## config.mk

```make
export PLATFORM = sky130hd
export DESIGN_NAME = i2s_tx
export DESIGN_NICKNAME = d
export VERILOG_FILES = /design/src/rtl/audio_pkg.sv /design/src/rtl/i2s_bclk_gen.sv /design/src/rtl/i2s_tx.sv
export SDC_FILE = /design/constraint.sdc
export NUM_CORES = 1
export LEC_CHECK = 0
export ABC_AREA = 1
export CAP_MARGIN = 20
export CORE_MARGIN = 8
export CORE_UTILIZATION = 25
export DETAILED_ROUTE_END_ITERATION = 6
export GPL_TIMING_DRIVEN = 0
export MAX_ROUTING_LAYER = met4
export SLEW_MARGIN = 20
export SYNTH_ARGS = -nofsm -noshare
export SYNTH_HDL_FRONTEND = slang
export SYNTH_SLANG_ARGS = --single-unit
```

## constraint.sdc

```tcl
create_clock -name clk -period 2.41 [get_ports clk]
set_clock_uncertainty 0.1 [all_clocks]
set_input_delay 0.482 -clock clk [delete_from_list [all_inputs] [get_ports clk]]
set_output_delay 0.482 -clock clk [all_outputs]
set_load 0.01 [all_outputs]
```

## src/rtl/audio_pkg.sv

```systemverilog
// Shared audio types: default sample width, stereo sample container, channel indices.
// Latency: n/a (types and constants only).
// Backpressure: n/a.
package audio_pkg;

  // Default sample width per channel, two's complement.
  localparam int DATA_W = 16;

  // One stereo sample; [LEFT] is the left channel, [RIGHT] the right channel.
  typedef logic [1:0][DATA_W-1:0] stereo_t;

  localparam int LEFT  = 0;
  localparam int RIGHT = 1;

endpackage

```

## src/rtl/i2s_bclk_gen.sv

```systemverilog
// I2S bit-clock divider: produces i2s_bclk plus single-clk edge ticks for the serialiser.
// Latency: ticks are asserted combinationally in the clk whose edge toggles i2s_bclk.
// Backpressure: none; free-running from reset release.
//
// Ports:
//   clk        system clock
//   reset_n    asynchronous active-low reset
//   i2s_bclk   divided bit clock, period 2*BCLK_DIV clk
//   fall_tick  high in the clk whose edge takes i2s_bclk 1->0
//   rise_tick  high in the clk whose edge takes i2s_bclk 0->1
module i2s_bclk_gen #(
  parameter int BCLK_DIV = 4
) (
  input  logic clk,
  input  logic reset_n,
  output logic i2s_bclk,
  output logic fall_tick,
  output logic rise_tick
);

  localparam int                DIV_W    = $clog2(BCLK_DIV);
  localparam logic [DIV_W-1:0]  DIV_LAST = DIV_W'(BCLK_DIV - 1);

  logic [DIV_W-1:0] div_cnt_q, div_cnt_d;
  logic             bclk_q, bclk_d;
  logic             div_wrap;

  assign div_wrap = (div_cnt_q == DIV_LAST);

  always_comb begin
    div_cnt_d = div_wrap ? '0 : div_cnt_q + 1'b1;
    bclk_d    = bclk_q ^ div_wrap;
  end

  always_ff @(posedge clk or negedge reset_n) begin
    if (!reset_n) begin
      div_cnt_q <= '0;
      bclk_q    <= 1'b0;
    end else begin
      div_cnt_q <= div_cnt_d;
      bclk_q    <= bclk_d;
    end
  end

  // The tick names the edge that is about to happen on i2s_bclk.
  assign fall_tick = div_wrap &  bclk_q;
  assign rise_tick = div_wrap & ~bclk_q;
  assign i2s_bclk  = bclk_q;

endmodule

```

## src/rtl/i2s_tx.sv

```systemverilog
// I2S transmitter: holds one stereo sample and serialises it MSB-first with the I2S one-BCLK delay.
// Latency: a sample captured before a frame load appears on i2s_sdata one BCLK after that load.
// Backpressure: none; frame_req requests the next sample, underrun/overrun flag missed/extra samples.
//
// Ports:
//   clk, reset_n          system clock, asynchronous active-low reset
//   audio_in, sample_en   stereo sample ([0]=left, [1]=right) and its one-clk strobe
//   clr_flags             synchronous clear of underrun/overrun (wins over a same-cycle set)
//   i2s_bclk/lrck/sdata   serial outputs to the DAC
//   frame_req             one-clk pulse at each frame load
//   underrun, overrun     sticky status flags
module i2s_tx #(
  parameter int DATA_W   = audio_pkg::DATA_W,
  parameter int SLOT_W   = 32,
  parameter int BCLK_DIV = 4
) (
  input  logic                   clk,
  input  logic                   reset_n,
  input  logic [1:0][DATA_W-1:0] audio_in,
  input  logic                   sample_en,
  input  logic                   clr_flags,
  output logic                   i2s_bclk,
  output logic                   i2s_lrck,
  output logic                   i2s_sdata,
  output logic                   frame_req,
  output logic                   underrun,
  output logic                   overrun
);
  import audio_pkg::*;

  localparam int FRAME_BITS = 2 * SLOT_W;
  localparam int CNT_W      = $clog2(FRAME_BITS);
  localparam int IDX_W      = (DATA_W > 1) ? $clog2(DATA_W) : 1;

  localparam logic [CNT_W-1:0] CNT_LAST   = CNT_W'(FRAME_BITS - 1);
  localparam logic [CNT_W-1:0] SLOT_START = CNT_W'(SLOT_W);
  localparam logic [CNT_W-1:0] L_FIRST    = CNT_W'(1);
  localparam logic [CNT_W-1:0] L_LAST     = CNT_W'(DATA_W);
  localparam logic [CNT_W-1:0] R_FIRST    = CNT_W'(SLOT_W + 1);
  localparam logic [CNT_W-1:0] R_LAST     = CNT_W'(SLOT_W + DATA_W);

  logic                   fall_tick;
  logic                   rise_tick_unused;
  logic                   load;
  logic [CNT_W-1:0]       bit_cnt_q, bit_cnt_d, bit_nxt;
  logic [CNT_W-1:0]       l_off, r_off;
  logic [1:0][DATA_W-1:0] holding_q, holding_d;
  logic [1:0][DATA_W-1:0] shift_q, shift_d;
  logic                   pending_q, pending_d;
  logic                   lrck_q, lrck_d;
  logic                   sdata_q, sdata_d;
  logic                   frame_req_q, frame_req_d;
  logic                   underrun_q, underrun_d;
  logic                   overrun_q, overrun_d;

  i2s_bclk_gen #(
    .BCLK_DIV (BCLK_DIV)
  ) u_bclk_gen (
    .clk       (clk),
    .reset_n   (reset_n),
    .i2s_bclk  (i2s_bclk),
    .fall_tick (fall_tick),
    .rise_tick (rise_tick_unused)
  );

  // A frame loads on the falling tick where the bit counter wraps.
  assign load    = fall_tick && (bit_cnt_q == CNT_LAST);
  assign bit_nxt = (bit_cnt_q == CNT_LAST) ? '0 : bit_cnt_q + 1'b1;

  // Bit position within each channel word for the upcoming bit_cnt, MSB first.
  assign l_off = L_LAST - bit_nxt;
  assign r_off = R_LAST - bit_nxt;

  always_comb begin
    bit_cnt_d = bit_cnt_q;
    lrck_d    = lrck_q;
    sdata_d   = sdata_q;
    if (fall_tick) begin
      bit_cnt_d = bit_nxt;
      lrck_d    = (bit_nxt >= SLOT_START);
      sdata_d   = 1'b0;
      if (bit_nxt >= L_FIRST && bit_nxt <= L_LAST) begin
        sdata_d = shift_q[LEFT][l_off[IDX_W-1:0]];
      end else if (bit_nxt >= R_FIRST && bit_nxt <= R_LAST) begin
        sdata_d = shift_q[RIGHT][r_off[IDX_W-1:0]];
      end
    end

    // The load always reads the old holding value, so a coincident sample_en
    // lands in holding for the following frame.
    shift_d     = load ? holding_q : shift_q;
    holding_d   = sample_en ? audio_in : holding_q;
    pending_d   = sample_en | (pending_q & ~load);
    frame_req_d = load;

    // A sample arriving exactly at a load is consumed-by-next-frame, not an overrun.
    underrun_d  = ~clr_flags & (underrun_q | (load & ~pending_q));
    overrun_d   = ~clr_flags & (overrun_q  | (sample_en & pending_q & ~load));
  end

  always_ff @(posedge clk or negedge reset_n) begin
    if (!reset_n) begin
      bit_cnt_q   <= CNT_LAST;
      lrck_q      <= 1'b0;
      sdata_q     <= 1'b0;
      shift_q     <= '0;
      holding_q   <= '0;
      pending_q   <= 1'b0;
      frame_req_q <= 1'b0;
      underrun_q  <= 1'b0;
      overrun_q   <= 1'b0;
    end else begin
      bit_cnt_q   <= bit_cnt_d;
      lrck_q      <= lrck_d;
      sdata_q     <= sdata_d;
      shift_q     <= shift_d;
      holding_q   <= holding_d;
      pending_q   <= pending_d;
      frame_req_q <= frame_req_d;
      underrun_q  <= underrun_d;
      overrun_q   <= overrun_d;
    end
  end

  assign i2s_lrck  = lrck_q;
  assign i2s_sdata = sdata_q;
  assign frame_req = frame_req_q;
  assign underrun  = underrun_q;
  assign overrun   = overrun_q;

endmodule

```

==> insert_results.sql <==
INSERT INTO impl_metrics (metric_group, metric, value, unit) VALUES
('job', 'maxCapViolCount', '0', ''),
('sta', 'period_needed', '2231', 'ps'),
('worst_setup_path', 'crit_end', 'i2s_sdata$_DFFE_PN0P_', ''),
('yosys', 'synth.yosys.warnings', '0', ''),
('worst_setup_path', 'r2r.worst_path.cells', '11', ''),
('place', 'detail_placement_hpwl', '5.792', 'mm'),
('clocking', 'cts.sinks', '79', ''),
('routing', 'residual_antenna_violating_net_count_after_detailed_routing', '0', ''),
('cells_and_area', 'final_nets', '442', ''),
('yosys', 'synth_top_family_by_area', 'simple AND/OR/NAND/NOR gates', ''),
('clocking', 'cts.root.buffer_cell', 'clkbuf_16', ''),
('floorplan', 'area_of_the_core_region', '13930', 'µm²'),
('yosys', 'synth.mux.area_fraction', '13.84', '%'),
('worst_setup_path', 'largest_fanout_of_any_net_on_the_critical_path', '10', ''),
('hold_path', 'type_of_the_most_critical_hold_path', 'input pin to asynchronous set/reset pin', ''),
('floorplan', 'initial_core_util', '25.70', '%'),
('clocking', 'cts.reportedPaths.clkPinSlew', '60', 'ps'),
('sta', 'timing.final.max_slew_violations', '0', ''),
('yosys', 'synthAdderAreaFrac', '1.747', '%'),
('yosys', 'post_synth.cell_area_avg', '10.32', 'µm²'),
('worst_setup_path', 'timing.reg2reg.setup_slack', '180', 'ps'),
('worst_setup_path', 'critical_path.endpoint_type', 'register', ''),
('sta', 'finalCritPeriodShare', '92.58', '%'),
('yosys', 'synth_compound_gate_area_share', '6.080', '%'),
('routing', 'routed-via-count', '2515', ''),
('routing', 'routed_vias_inst', '4.292', ''),
('power_and_ir_drop', 'ir_worst_vdd', '0.3319', 'mV'),
('global_routing', 'grt_pass1_wl', '13.11', 'mm'),
('yosys', 'postSynthRegisterBits', '79', ''),
('yosys', 'synth_cell_types', '31', ''),
('power_and_ir_drop', 'report.power.total', '2964', 'µW'),
('yosys', 'synth_simple_gate_area_share', '16.70', '%'),
('place', 'cell_count_after_placement', '568', ''),
('cells_and_area', 'design_area', '4588', 'µm²'),
('worst_setup_path', 'worstPathRequired', '2530', 'ps'),
('yosys', 'netlist_area_before_placement', '3581', 'µm²'),
('sta', 'final-hold-violation-count', '0', ''),
('global_routing', 'grt_antenna_before_repair', '0', ''),
('yosys', 'xor_and_xnor_fraction_of_the_mapped_netlist_area', '0.9434', '%'),
('clocking', 'cts-buffers-inserted', '9', ''),
('sta', 'report.final.setup_viol', '0', ''),
('cells_and_area', 'layout-drive-gt1-share', '22.17', '%'),
('clocking', 'clk_lat_worst_skew', '330', 'ps'),
('floorplan', 'die_height', '135.7', 'µm'),
('clocking', 'max-clock-path-buffers', '2', ''),
('sta', 'grt_setup_unrepaired', 'false', ''),
('sta', 'setup_tns', '0', 'ps'),
('floorplan', 'total_i_o_pin_count', '42', ''),
('sta', 'max_freq', '448.2', 'MHz'),
('outcome', 'run_status', 'completed', ''),
('power_and_ir_drop', 'leakage', '0.002102', 'µW'),
('power_and_ir_drop', 'power_per_cell_area', '646.0', 'nW/µm²'),
('global_routing', 'grt.total_usage', '9.262', '%'),
('worst_setup_path', 'cp-start-kind', 'register', ''),
('place', 'postPlaceCellArea', '4232', 'µm²'),
('routing', 'route.final.wire_length', '7.857', 'mm'),
('cells_and_area', 'seqCellArea', '1984', 'µm²'),
('global_routing', 'vias_in_the_first_global_route', '2641', ''),
('routing', 'drtIter0Drc', '117', ''),
('sta', 'tightest_slew', '492.8', 'ps'),
('floorplan', 'rows', '43', ''),
('routing', 'routedWlPerCell', '13.41', 'µm'),
('cells_and_area', 'synthToLayoutAreaGrowth', '28.13', '%'),
('yosys', 'synth_commonest_cells', 'nand2_1, dfrtp_1, mux2_2', ''),
('yosys', 'post-synth-top-area-fraction', '51.01', '%'),
('yosys', 'netlist.top_cell.by_area', 'dfrtp_1', ''),
('worst_setup_path', 'timing.rr.end', 'i2s_sdata$_DFFE_PN0P_', ''),
('global_routing', 'grt_max_degree', '47', ''),
('sta', 'slew_headroom', '67.15', '%'),
('yosys', 'number_of_enable_type_register_cells_in_the_synthesized_netlist', '0', ''),
('yosys', 'share_of_synthesized_flip_flops_with_an_asynchronous_set_or_reset', '100.0', '%');
[how the worst min path moves through the flow]
stage | start | end | slack [ps] | cells past startpoint
2_1_floorplan | reset_n | frame_req$_DFF_PN0_ | 90 | 0
3_3_place_gp | u_bclk_gen.div_cnt_q[0]$_DFF_PN0_ | u_bclk_gen.div_cnt_q[0]$_DFF_PN0_ | 310 | 1
3_5_place_dp | u_bclk_gen.div_cnt_q[0]$_DFF_PN0_ | u_bclk_gen.div_cnt_q[0]$_DFF_PN0_ | 320 | 1
4_1_cts | reset_n | shift_q[22]$_DFFE_PN0P_ | 10 | 1
5_1_grt | reset_n | holding_q[22]$_DFFE_PN0P_ | 30 | 1
6_report | reset_n | shift_q[22]$_DFFE_PN0P_ | 4 | 1
[where the power goes]
group          leakage (µW)  switching (µW)  internal (µW)
sequential          0.00100            27.7           1380
combinational      0.000953            62.5            101
clock              0.000149             503            887
total               0.00210             593           2370
[cell type report]
class | count | share of cell area (%)
plain buffers | 14 | 1.745
clock buffers | 14 | 5.972
clock inverters | 2 | 0.8181
inverters | 31 | 2.536
multi-input cells | 223 | 31.17
flip-flops and latches | 79 | 43.25
well taps | 180 | 4.909
repair buffers | 43 | 9.599
[through the flow]
step	worst slack (ps)	utilization (%)
after floorplan	204.7	-
after global placement	-1928	30.19
after detailed placement	-252.2	30.37
after CTS	29.66	32.71
after global routing	15.13	32.93
final	178.7	32.93
[layout by cell type (no fill, tap or decap), types with 2 or more instances in the layout]
master and instances:
mux2_2 42, buf_2 4, xor2_1 2, o21a_1 3, a21oi_1 4, clkbuf_8 3
buf_6 2, nand3_1 18, nand4_1 3, clkbuf_1 7, clkbuf_16 9, inv_1 30
o21ai_1 3, dfrtp_1 73, dfstp_2 6, mux2_1 2, buf_4 4, nand2_2 4
nand2_1 84, nor2_1 15, clkdlybuf4s50_1 39, nor2_4 2, nand3_2 3, ha_1 3
nand2_4 2, o21ai_0 24
[metal layers]
| metal | wire [µm] | vias up | GRT usage, % |
|---|---|---|---|
| met5 | 0 | - | - |
| met1 | 3749 | 1229 | 11.34 |
| met3 | 217 | 8 | 2.819 |
| li1 | - | 1246 | - |
| met2 | 3802 | 32 | 14.37 |
| met4 | 87 | 0 | 2.776 |
[critical path: stages (launching register included)]
cell and delay [ps]:
dfstp_2 610, ha_2 240, nand3_2 160, o21bai_4 190, buf_6 190, nand3_4 100, xor2_1 190, nand3_1 100
nand3_1 80, nand2_1 70, nand2_1 60, nand2_1 40
[registers in the layout, summed over array words and instances, names as in the netlist, 2 cells and up]
name,cells
holding_q,32
shift_q,32
u_bclk_gen.div_cnt_q,2
bit_cnt_q,6
[kinds of logic after synthesis]
group,after synthesis
XOR/XNOR,3
AND/OR/NAND/NOR,133
buffers and inverters,45
AO/OA/AOI/OAI,38
flip-flops,79
adder cells (fa/ha/maj),5
multiplexers,44
[what timing repair did]
item	4_1_cts	5_1_grt
buffers inserted	0	2
gates resized for setup	3	8
pin swaps	1	1
endpoints found under the setup margin	1	5
(Power assumes the default switching activity.)
